--- src/rtl/mem_copy_master_if.sv ---
// Memory bus between the copy master and the external memory responder.
// Two channels, each ADDR_W address bits and DATA_W data bits. Channel 0
// occupies the low bits of every packed field.
//   Mout_oe_ram        master->slave  read enable per channel
//   Mout_we_ram        master->slave  write enable per channel
//   Mout_addr_ram      master->slave  address per channel
//   Mout_Wdata_ram     master->slave  write data per channel
//   Mout_data_ram_size master->slave  access size in bits, 4-bit field per channel
//   M_Rdata_ram        slave->master  read data per channel
//   M_DataRdy          slave->master  access acknowledge per channel
interface mem_copy_master_if #(
  parameter int ADDR_W = 9,
  parameter int DATA_W = 8
);
  logic [1:0]          Mout_oe_ram;
  logic [1:0]          Mout_we_ram;
  logic [2*ADDR_W-1:0] Mout_addr_ram;
  logic [2*DATA_W-1:0] Mout_Wdata_ram;
  logic [7:0]          Mout_data_ram_size;
  logic [2*DATA_W-1:0] M_Rdata_ram;
  logic [1:0]          M_DataRdy;

  modport master (
    output Mout_oe_ram, Mout_we_ram, Mout_addr_ram, Mout_Wdata_ram, Mout_data_ram_size,
    input  M_Rdata_ram, M_DataRdy
  );

  modport slave (
    input  Mout_oe_ram, Mout_we_ram, Mout_addr_ram, Mout_Wdata_ram, Mout_data_ram_size,
    output M_Rdata_ram, M_DataRdy
  );
endinterface

--- src/rtl/mem_copy_master.sv ---
// Byte-wise block copy master. After an accepted start it copies len bytes
// from src_addr to dst_addr on channel 0 of the memory bus, one read followed
// by one write per byte, strictly forward. Channel 1 is held idle.
// Ports:
//   clock, reset      single clock, synchronous active-high reset
//   start_port        start request, honoured only in IDLE
//   src_addr/dst_addr first source / destination byte address (wrap mod 2^ADDR_W)
//   len               number of bytes to copy
//   done_port         one-cycle completion pulse
//   err_port          copy aborted by an access timeout; sticky until next start
//   busy              high from the accepted start through DONE
//   bytes_done        bytes written so far in the current/last copy
//   mem               memory bus, master side
module mem_copy_master #(
  parameter int ADDR_W  = 9,
  parameter int DATA_W  = 8,
  parameter int LEN_W   = 9,
  parameter int TIMEOUT = 256
) (
  input  logic               clock,
  input  logic               reset,
  input  logic               start_port,
  input  logic [ADDR_W-1:0]  src_addr,
  input  logic [ADDR_W-1:0]  dst_addr,
  input  logic [LEN_W-1:0]   len,
  output logic               done_port,
  output logic               err_port,
  output logic               busy,
  output logic [LEN_W-1:0]   bytes_done,
  mem_copy_master_if.master  mem
);

  localparam int               CNT_W    = (TIMEOUT > 2) ? $clog2(TIMEOUT) : 1;
  localparam logic [CNT_W-1:0] WAIT_MAX = CNT_W'(TIMEOUT - 1);
  localparam logic [3:0]       SIZE_C   = 4'(DATA_W);

  typedef enum logic [1:0] {S_IDLE, S_RD, S_WR, S_DONE} state_t;

  state_t             state_q;
  logic [ADDR_W-1:0]  src_q, dst_q, addr_q;
  logic [LEN_W-1:0]   len_q, bytes_q;
  logic [CNT_W-1:0]   wait_q;
  logic [DATA_W-1:0]  wdata_q;
  logic [3:0]         size_q;
  logic               oe_q, we_q, done_q, err_q, busy_q;

  logic [LEN_W-1:0]   bytes_d;
  logic [ADDR_W-1:0]  rd_addr_d, wr_addr_d;
  logic               ack_s;

  // Next byte index and the addresses derived from it (silent wrap).
  always_comb begin
    bytes_d   = bytes_q + {{(LEN_W-1){1'b0}}, 1'b1};
    rd_addr_d = src_q + ADDR_W'(bytes_d);
    wr_addr_d = dst_q + ADDR_W'(bytes_q);
  end

  assign ack_s = mem.M_DataRdy[0];

  // Copy FSM; every output comes straight from a register here.
  always_ff @(posedge clock) begin
    if (reset) begin
      state_q <= S_IDLE;
      src_q   <= '0;
      dst_q   <= '0;
      addr_q  <= '0;
      len_q   <= '0;
      bytes_q <= '0;
      wait_q  <= '0;
      wdata_q <= '0;
      size_q  <= 4'd0;
      oe_q    <= 1'b0;
      we_q    <= 1'b0;
      done_q  <= 1'b0;
      err_q   <= 1'b0;
      busy_q  <= 1'b0;
    end else begin
      done_q <= 1'b0;
      case (state_q)
        S_IDLE: begin
          if (start_port) begin
            src_q   <= src_addr;
            dst_q   <= dst_addr;
            len_q   <= len;
            bytes_q <= '0;
            err_q   <= 1'b0;
            busy_q  <= 1'b1;
            wait_q  <= '0;
            if (len == '0) begin
              state_q <= S_DONE;
            end else begin
              oe_q    <= 1'b1;
              addr_q  <= src_addr;
              size_q  <= SIZE_C;
              state_q <= S_RD;
            end
          end
        end
        S_RD: begin
          if (ack_s) begin
            // oe -> we hand-over: oe is low in the write cycle.
            wdata_q <= mem.M_Rdata_ram[DATA_W-1:0];
            oe_q    <= 1'b0;
            we_q    <= 1'b1;
            addr_q  <= wr_addr_d;
            wait_q  <= '0;
            state_q <= S_WR;
          end else if (wait_q == WAIT_MAX) begin
            oe_q    <= 1'b0;
            size_q  <= 4'd0;
            err_q   <= 1'b1;
            done_q  <= 1'b1;
            state_q <= S_DONE;
          end else begin
            wait_q <= wait_q + {{(CNT_W-1){1'b0}}, 1'b1};
          end
        end
        S_WR: begin
          if (ack_s) begin
            we_q    <= 1'b0;
            bytes_q <= bytes_d;
            wait_q  <= '0;
            if (bytes_d == len_q) begin
              size_q  <= 4'd0;
              done_q  <= 1'b1;
              state_q <= S_DONE;
            end else begin
              oe_q    <= 1'b1;
              addr_q  <= rd_addr_d;
              state_q <= S_RD;
            end
          end else if (wait_q == WAIT_MAX) begin
            we_q    <= 1'b0;
            size_q  <= 4'd0;
            err_q   <= 1'b1;
            done_q  <= 1'b1;
            state_q <= S_DONE;
          end else begin
            wait_q <= wait_q + {{(CNT_W-1){1'b0}}, 1'b1};
          end
        end
        S_DONE: begin
          // Entered with done_q already set after a transfer; a zero-length
          // copy arrives with it clear and spends one extra cycle here.
          if (done_q) begin
            busy_q  <= 1'b0;
            state_q <= S_IDLE;
          end else begin
            done_q <= 1'b1;
          end
        end
        default: begin
          state_q <= S_IDLE;
        end
      endcase
    end
  end

  assign done_port  = done_q;
  assign err_port   = err_q;
  assign busy       = busy_q;
  assign bytes_done = bytes_q;

  assign mem.Mout_oe_ram        = {1'b0, oe_q};
  assign mem.Mout_we_ram        = {1'b0, we_q};
  assign mem.Mout_addr_ram      = {{ADDR_W{1'b0}}, addr_q};
  assign mem.Mout_Wdata_ram     = {{DATA_W{1'b0}}, wdata_q};
  assign mem.Mout_data_ram_size = {4'd0, size_q};

endmodule

--- src/flat_wrapper.sv ---
// flat-port wrapper written by rule: the top's interface ports become plain ports
module mem_copy_master_flat 
#(
  parameter int ADDR_W  = 9,
  parameter int DATA_W  = 8,
  parameter int LEN_W   = 9,
  parameter int TIMEOUT = 256
)
  (clock, reset, start_port, src_addr, dst_addr, len, done_port, err_port, busy, bytes_done, mem_Mout_oe_ram, mem_Mout_we_ram, mem_Mout_addr_ram, mem_Mout_Wdata_ram, mem_Mout_data_ram_size, mem_M_Rdata_ram, mem_M_DataRdy);
  mem_copy_master_if #(.ADDR_W(ADDR_W), .DATA_W(DATA_W)) mem_i ();
  input  logic clock;
  input  logic reset;
  input  logic start_port;
  input  logic [ADDR_W-1:0] src_addr;
  input  logic [ADDR_W-1:0] dst_addr;
  input  logic [LEN_W-1:0] len;
  output logic done_port;
  output logic err_port;
  output logic busy;
  output logic [LEN_W-1:0] bytes_done;
  output wire logic [$bits(mem_i.Mout_oe_ram)-1:0] mem_Mout_oe_ram;
  output wire logic [$bits(mem_i.Mout_we_ram)-1:0] mem_Mout_we_ram;
  output wire logic [$bits(mem_i.Mout_addr_ram)-1:0] mem_Mout_addr_ram;
  output wire logic [$bits(mem_i.Mout_Wdata_ram)-1:0] mem_Mout_Wdata_ram;
  output wire logic [$bits(mem_i.Mout_data_ram_size)-1:0] mem_Mout_data_ram_size;
  input wire logic [$bits(mem_i.M_Rdata_ram)-1:0] mem_M_Rdata_ram;
  input wire logic [$bits(mem_i.M_DataRdy)-1:0] mem_M_DataRdy;
  assign mem_Mout_oe_ram = mem_i.Mout_oe_ram;
  assign mem_Mout_we_ram = mem_i.Mout_we_ram;
  assign mem_Mout_addr_ram = mem_i.Mout_addr_ram;
  assign mem_Mout_Wdata_ram = mem_i.Mout_Wdata_ram;
  assign mem_Mout_data_ram_size = mem_i.Mout_data_ram_size;
  assign mem_i.M_Rdata_ram = mem_M_Rdata_ram;
  assign mem_i.M_DataRdy = mem_M_DataRdy;
  mem_copy_master #(.ADDR_W(ADDR_W), .DATA_W(DATA_W), .LEN_W(LEN_W), .TIMEOUT(TIMEOUT)) u_core (.clock(clock), .reset(reset), .start_port(start_port), .src_addr(src_addr), .dst_addr(dst_addr), .len(len), .done_port(done_port), .err_port(err_port), .busy(busy), .bytes_done(bytes_done), .mem(mem_i));
endmodule
--- config.mk ---
export PLATFORM = sky130hd
export DESIGN_NAME = mem_copy_master_flat
export DESIGN_NICKNAME = d
export VERILOG_FILES = /design/src/rtl/mem_copy_master_if.sv /design/src/rtl/mem_copy_master.sv /design/src/flat_wrapper.sv
export SDC_FILE = /design/constraint.sdc
export NUM_CORES = 1
export LEC_CHECK = 0
export BUFFER_PORTS_ARGS = -buffer_cell sky130_fd_sc_hd__buf_2
export CAP_MARGIN = 10
export CORE_MARGIN = 4
export CORE_UTILIZATION = 50
export DETAILED_ROUTE_END_ITERATION = 16
export GPL_TIMING_DRIVEN = 0
export MAX_ROUTING_LAYER = met4
export PLACE_DENSITY = 0.84
export SYNTH_ARGS = -nofsm -noshare
export SYNTH_HDL_FRONTEND = slang
export SYNTH_SLANG_ARGS = --single-unit
--- constraint.sdc ---
create_clock -name clock -period 3.1 [get_ports clock]
set_input_delay 0.155 -clock clock [delete_from_list [all_inputs] [get_ports clock]]
set_output_delay 0.155 -clock clock [all_outputs]
set_load 0.01 [all_outputs]
==> results of run 1 <==
kinds of logic after synthesis:
family	share of synthesized area, %
and+or+nand+nor	21.5
AOI/OAI and AO/OA	19.6
DFF	34.0
buffers and inverters	8.24
xor gates and xnor gates	7.89
adders and majority gates	7.44
muxes	1.21
other	0.0885
stage by stage:
stage	hold slack (ns)	cells
detailed placement	0.405	741
finish	0.0400	757
CTS	0.0318	757
global route	0.0397	757
floorplan	0.291	563
global placement	0.396	741
Yosys cell counts (all sizes together) (3+ instances only):
library cell	count
a21oi	57
nor2	58
xnor2	18
nor3b	6
o211ai	7
and3	3
o22ai	3
or3	5
nand2	84
inv	14
a22oi	6
or2	3
a31oi	3
mux2i	4
buf	30
ha	22
a221oi	5
nand3	16
nor3	10
o21ai	20
nand4	5
nor2b	7
nor4	3
dfxtp	72
clkbuf	22
a211oi	8
xor2	15
a21o	3
final cells by class:
type | count | area [µm²]
multi-input cells | 425 | 2560
clock inverters | 4 | 52.6
repair buffers | 73 | 365
clock buffers | 12 | 155
flip-flops and latches | 72 | 1440
fillers | 754 | 3160
inverters | 14 | 52.6
plain buffers | 52 | 297
well taps | 105 | 131
layer usage:
layer	track usage, %	vias up	routed length, µm
li1	-	2045	-
met1	31.9	1934	5140
met2	38.5	188	5530
met3	3.54	34	885
met4	8.70	0	291
met5	-	-	0
worst min-delay path, delay by kind of cell:
family	cells	cell delay (ns)
buf+inv	1	0.10
simple gates	1	0.05
compound gates	1	0.05
registers in the layout, summed over array words and instances (netlist names), 2 cells and up:
register	cells
u_core.addr_q	9
u_core.bytes_done	9
u_core.dst_q	9
u_core.len_q	9
u_core.src_q	9
u_core.wait_q	8
u_core.wdata_q	8
u_core.size_q	4
u_core.state_q	2
final timing paths:
kind / cells after the start / slack [ns] / endpoint / start
hold reg to reg: 2 / 0.46 / u_core.wdata_q[2] / u_core.wdata_q[2]
setup / recovery: 9 / 0.17 / u_core.addr_q[7] / u_core.bytes_done[1]
setup reg to reg: 9 / 0.17 / u_core.addr_q[7] / u_core.bytes_done[1]
hold / removal: 3 / 0.04 / u_core.dst_q[7] / dst_addr[7]
report_power, final:
group          internal [µW]  switching, µW  leakage (µW)
Combinational            254            392       0.00158
Sequential              1000           50.4      0.000589
Clock                    418            363      0.000107
Total                   1680            805       0.00228
repair_timing:
item,in CTS,in global routing
resized for setup,3,6
endpoints found under the setup margin,1,2
gates cloned,0,0
endpoints found under the hold margin,0,0
==> impl_metrics.csv, run 1 <==
group,metric,value,unit
logic_synthesis,yosysTopAreaCellShare,34.0,%
sta,rsz0062_at_grt,"yes",
cts,hold_buffers,0,
sta,drv_slew,0,
logic_synthesis,yosys.area.top_type,"dfxtp_1",
critical_path,cp_num_buf_inv,0,
grt,grt_pass1_vias,3904,
floorplan,io_pins,106,
critical_path,cp-start-kind,"flip-flop",
cts,insertion_delay,0.35,ns
grt,grt_pass1_wl,18.9,mm
grt,grt_max_degree,13,
place,hpwl,9.18,mm
cts,clockBufferDepth,2,
drt,first_pass_iters,5,
critical_path,cp_cell_sequence,"ha_2, and3_1, xor2_1, ha_1, a2111oi_1, nor3_1, xor2_1, a221o_1, a31o_1",
drt,antenna_left,0,
critical_path,critPathTopFamily,"compound AO/OA/AOI/OAI gates",
cts,cts_setup_buffers,0,
sta,timing.fmax,342,MHz
min_path,hold_path_class,"in2reg",
sta,finalWorstSetupSlack,0.174,ns
logic_synthesis,yosysWarningCount,0,
sta,finalSetupTns,0,ns
final_layout,finish.utilization,61.6,%
critical_path,path_class,"reg2reg",
drt,wl,11.8,mm
run,cap_viol_max_count,0,
grt,antenna_found_initial,0,
pwr,powerDensity,490,nW/µm²
logic_synthesis,synth_cells,541,
critical_path,worst_setup_path_end_kind,"flip-flop",
logic_synthesis,synthTopCellsByArea,"dfxtp_1 34%, nand2_1 7.4%, a21oi_1 6.7%",
drt,wire_per_inst,15.7,µm
place,port_buffers,73,
logic_synthesis,ys_seq_area_share,34.0,%
final_layout,layout_common_cells,"84 x nand2_1, 76 x buf_2, 70 x dfxtp_1, 58 x nor2_1, 57 x a21oi_1",
final_layout,area_growth,19.5,%
cts,cts_tree,"built",
final_layout,stdcell_area,5060,µm²
final_layout,antenna_cells,0,
logic_synthesis,syn_avg_cell_area,7.83,µm²
grt,grtUsageTotal,24.4,%
logic_synthesis,ys_ff_latch,72,
cts,clkTransAtPathRegs,0.08,ns
cts,cts_sinks,72,
pwr,max-vdd-ir-drop,0.000293,V
sta,fin_crit_sh,94.4,%
drt,viasPerCell,5.55,
place,place_area,4810,µm²
logic_synthesis,synth_flop_cell,"dfxtp_1",
floorplan,die_area,10000,µm²
final_layout,final_common_cell,"nand2_1",
critical_path,worstPathRequired,3.34,ns
drt,drt_iter0_drc,336,
grt,gr-total-overflow,0,
floorplan,start_util,51.5,%
cts,cts_max_level,3,
place,pre_cts_ws,-0.0737,ns
critical_path,crit_slowest_cell,"dfxtp_2",
sta,worst_pin_slew,0.836,ns
floorplan,die_w,100,µm
outcome,outcome,"finished clean",
drt,drc,0,
logic_synthesis,synth-edff-count,0,
sta,min_period,2.93,ns
floorplan,core_area,8220,µm²
pwr,leakage,0.00228,µW
sta,hold_viol,0,
final_layout,drive_above_1_share,19.9,%
critical_path,crit_top_cell,"xor2_1",
pwr,p_total,2480,µW
sta,setup_viol,0,
drt,num_vias,4201,
logic_synthesis,syn_area,4240,µm²
sta,timing.slew.headroom,43.8,%
floorplan,row_count,33,
floorplan,die_height,100,µm
cts,cts-root-buf,"clkbuf_8",
final_layout,fin_nets,719,
cts,cts-buffers-inserted,9,
place,place_congestion,0.934,
logic_synthesis,ys_types,59,
logic_synthesis,async_flop_share,0,%
critical_path,path_max_fanout,8,
critical_path,max_stage_delay,0.44,ns
sta,fin_skew,0.0112,ns
critical_path,arrival,3.17,ns
Power figures use the tool's default switching activity.
==> inputs of run 2 (changes only) <==
- ABC_AREA: not set -> 1
- CELL_PAD_IN_SITES_DETAIL_PLACEMENT: not set -> 1
- CELL_PAD_IN_SITES_GLOBAL_PLACEMENT: not set -> 2
- CORE_UTILIZATION: 50 -> 29
- PLACE_DENSITY: 0.84 -> 0.88
==> impl_metrics.csv, run 2 <==
group,metric,value,unit
sta,drv_slew,0,
cts,cts_tree,"built",
drt,wl_met3,552,µm
sta,worst_pin_slew,0.755,ns
sta,fin_skew,0.00740,ns
final_layout,drive_above_1_share,20.9,%
min_path,whs_path_depth,3,
logic_synthesis,synth_top_cells_by_count,"118 x nand2_1, 81 x nor2_1, 72 x dfxtp_1, 66 x inv_1, 58 x o21ai_0",
logic_synthesis,async_flop_share,0,%
critical_path,reg2regPathDepth,16,
sta,rsz0062_at_grt,"no",
logic_synthesis,synth-edff-count,0,
drt,wl_met1,6.91,mm
pwr,max-vdd-ir-drop,0.000265,V
logic_synthesis,yosys.area.top_type,"dfxtp_1",
grt,antenna_found_initial,0,
grt,grt_pass1_vias,4835,
cts,cts_sinks,72,
sta,timing.slew.headroom,49.5,%
logic_synthesis,syn_avg_cell_area,6.83,µm²
sta,fin_crit_sh,90.0,%
sta,min_period,2.79,ns
floorplan,io_pins,106,
run,cap_viol_max_count,0,
logic_synthesis,synthTopCellsByArea,"dfxtp_1 32%, nand2_1 10%, nor2_1 6.8%",
logic_synthesis,syn_area,4450,µm²
drt,num_vias,4577,
drt,wl,15.0,mm
floorplan,start_util,30.1,%
critical_path,arrival,3.06,ns
min_path,hold_path_class,"in2reg",
floorplan,core_area,14800,µm²
drt,wl_met2,7.22,mm
critical_path,worst_setup_path_end_kind,"flip-flop",
place,port_buffers,72,
cts,hold_buffers,0,
floorplan,die_area,17400,µm²
cts,clkTransAtPathRegs,0.06,ns
logic_synthesis,ys_seq_area_share,32.4,%
critical_path,path_class,"reg2reg",
floorplan,die_w,132,µm
floorplan,row_count,44,
cts,cts-root-buf,"clkbuf_16",
floorplan,die_height,132,µm
place,pre_cts_ws,0.233,ns
logic_synthesis,yosysWarningCount,0,
cts,insertion_delay,0.35,ns
drt,viasPerCell,4.84,
logic_synthesis,synth_cells,651,
drt,drc,0,
pwr,powerDensity,746,nW/µm²
cts,clockBufferDepth,2,
sta,hold_viol,0,
drt,drt_iter0_drc,190,
final_layout,fin_nets,828,
logic_synthesis,ys_types,44,
pwr,p_total,4040,µW
sta,timing.fmax,358,MHz
pwr,leakage,0.00262,µW
drt,first_pass_iters,4,
critical_path,cp-start-kind,"flip-flop",
sta,finalWorstSetupSlack,0.310,ns
drt,top_layer_used,"met4",
grt,grt_max_degree,13,
logic_synthesis,yosysTopAreaCellShare,32.4,%
outcome,outcome,"finished clean",
sta,setup_viol,0,
final_layout,area_growth,21.8,%
final_layout,antenna_cells,0,
place,place_congestion,0.915,
grt,gr-total-overflow,0,
place,hpwl,12.2,mm
final_layout,final_common_cell,"nand2_1",
grt,grtUsageTotal,18.3,%
logic_synthesis,ys_ff_latch,72,
final_layout,layout_common_cells,"118 x nand2_1, 81 x nor2_1, 75 x buf_2, 71 x dfxtp_1, 66 x inv_1",
drt,wire_per_inst,15.9,µm
critical_path,worstPathRequired,3.37,ns
grt,grt_pass1_wl,24.7,mm
sta,finalSetupTns,0,ns
critical_path,path_max_fanout,7,
drt,antenna_left,0,
cts,cts-buffers-inserted,9,
logic_synthesis,synth_flop_cell,"dfxtp_1",
logic_synthesis,synth_most_common_cell,"nand2_1",
cts,cts_max_level,3,
-- run 2: changes by cell type in the layout (fill, tap and decap cells not counted), moves of 11 or more --
cell / before / now
nor2_1: 58 / 81
o21ai_1: 13 / 1
inv_1: 12 / 66
nand3_1: 15 / 46
nand2_2: 0 / 18
clkbuf_8: 11 / 0
o21ai_0: 7 / 58
a21oi_1: 57 / 46
xor2_1: 14 / 1
xnor2_1: 17 / 1
nand2_1: 84 / 118
-- run 2: final cells by class --
class                   instances  area, µm²
clock buffers                  11        233
clock inverters                 5       57.6
inverters                      75        282
well taps                     184        230
multi-input cells             484       2550
flip-flops and latches         72       1440
repair buffers                 72        360
plain buffers                  42        256
fillers                      1942       9340
-- run 2: report_power, final --
group | switching [µW] | internal (µW)
sequential | 133 | 1130
clock | 416 | 623
combinational | 1140 | 596
-- run 2: layer usage --
metal	up-vias	track usage, %
li1	2289	-
met1	2174	21.5
met2	92	31.1
met3	22	3.17
met4	0	6.88
met5	-	-
-- run 2: kinds of logic (layout without fill, tap and decap cells) --
group / Yosys count / count (layout) / synth area share [%]
other: 1 / 23 / 0.0843
AOI/OAI and AO/OA: 127 / 127 / 15.4
adders and majority gates: 24 / 24 / 7.09
and+or+nand+nor: 308 / 308 / 32.5
DFF: 72 / 72 / 32.4
xor gates and xnor gates: 2 / 2 / 0.394
buffers and inverters: 117 / 205 / 12.1
-- run 2: worst paths after layout --
| check | start | to | slack [ns] |
|---|---|---|---|
| setup / recovery | u_core.bytes_done[0] | u_core.addr_q[8] | 0.31 |
| hold / removal | dst_addr[7] | u_core.dst_q[7] | 0.06 |
| setup reg to reg | u_core.bytes_done[0] | u_core.addr_q[8] | 0.31 |
| hold reg to reg | u_core.size_q[0] | u_core.size_q[0] | 0.46 |
-- run 2: stage by stage --
stage                     cells  utilization (%)  cell area [µm²]  hold WS [ns]
after floorplan             673                -             4530         0.322
after global placement      929             34.7             5120         0.404
after detailed placement    929             34.7             5120         0.412
after CTS                   945             36.7             5410        0.0434
after global routing        945             36.7             5420        0.0569
final                       945             36.7             5420        0.0604
-- run 2: worst max-delay path, cell delays in order, from the launching register on --
cell and delay [ns]:
dfxtp_1 0.42, clkbuf_2 0.27, nand3_2 0.16, o21ai_2 0.21, nand2_1 0.19, ha_1 0.42
nand2_1 0.09, nand2_1 0.06, nand2_1 0.06, nand2_1 0.06, a21oi_2 0.18, a21oi_1 0.06
o21ai_0 0.18, nand2_1 0.07, nand2_1 0.10, nand2_2 0.05, a21oi_1 0.12
-- run 2: repair_timing --
action / 4_1_cts / 5_1_grt
buffers inserted: 0 / 0
endpoints found under the setup margin: 0 / 1
resized for setup: 0 / 2
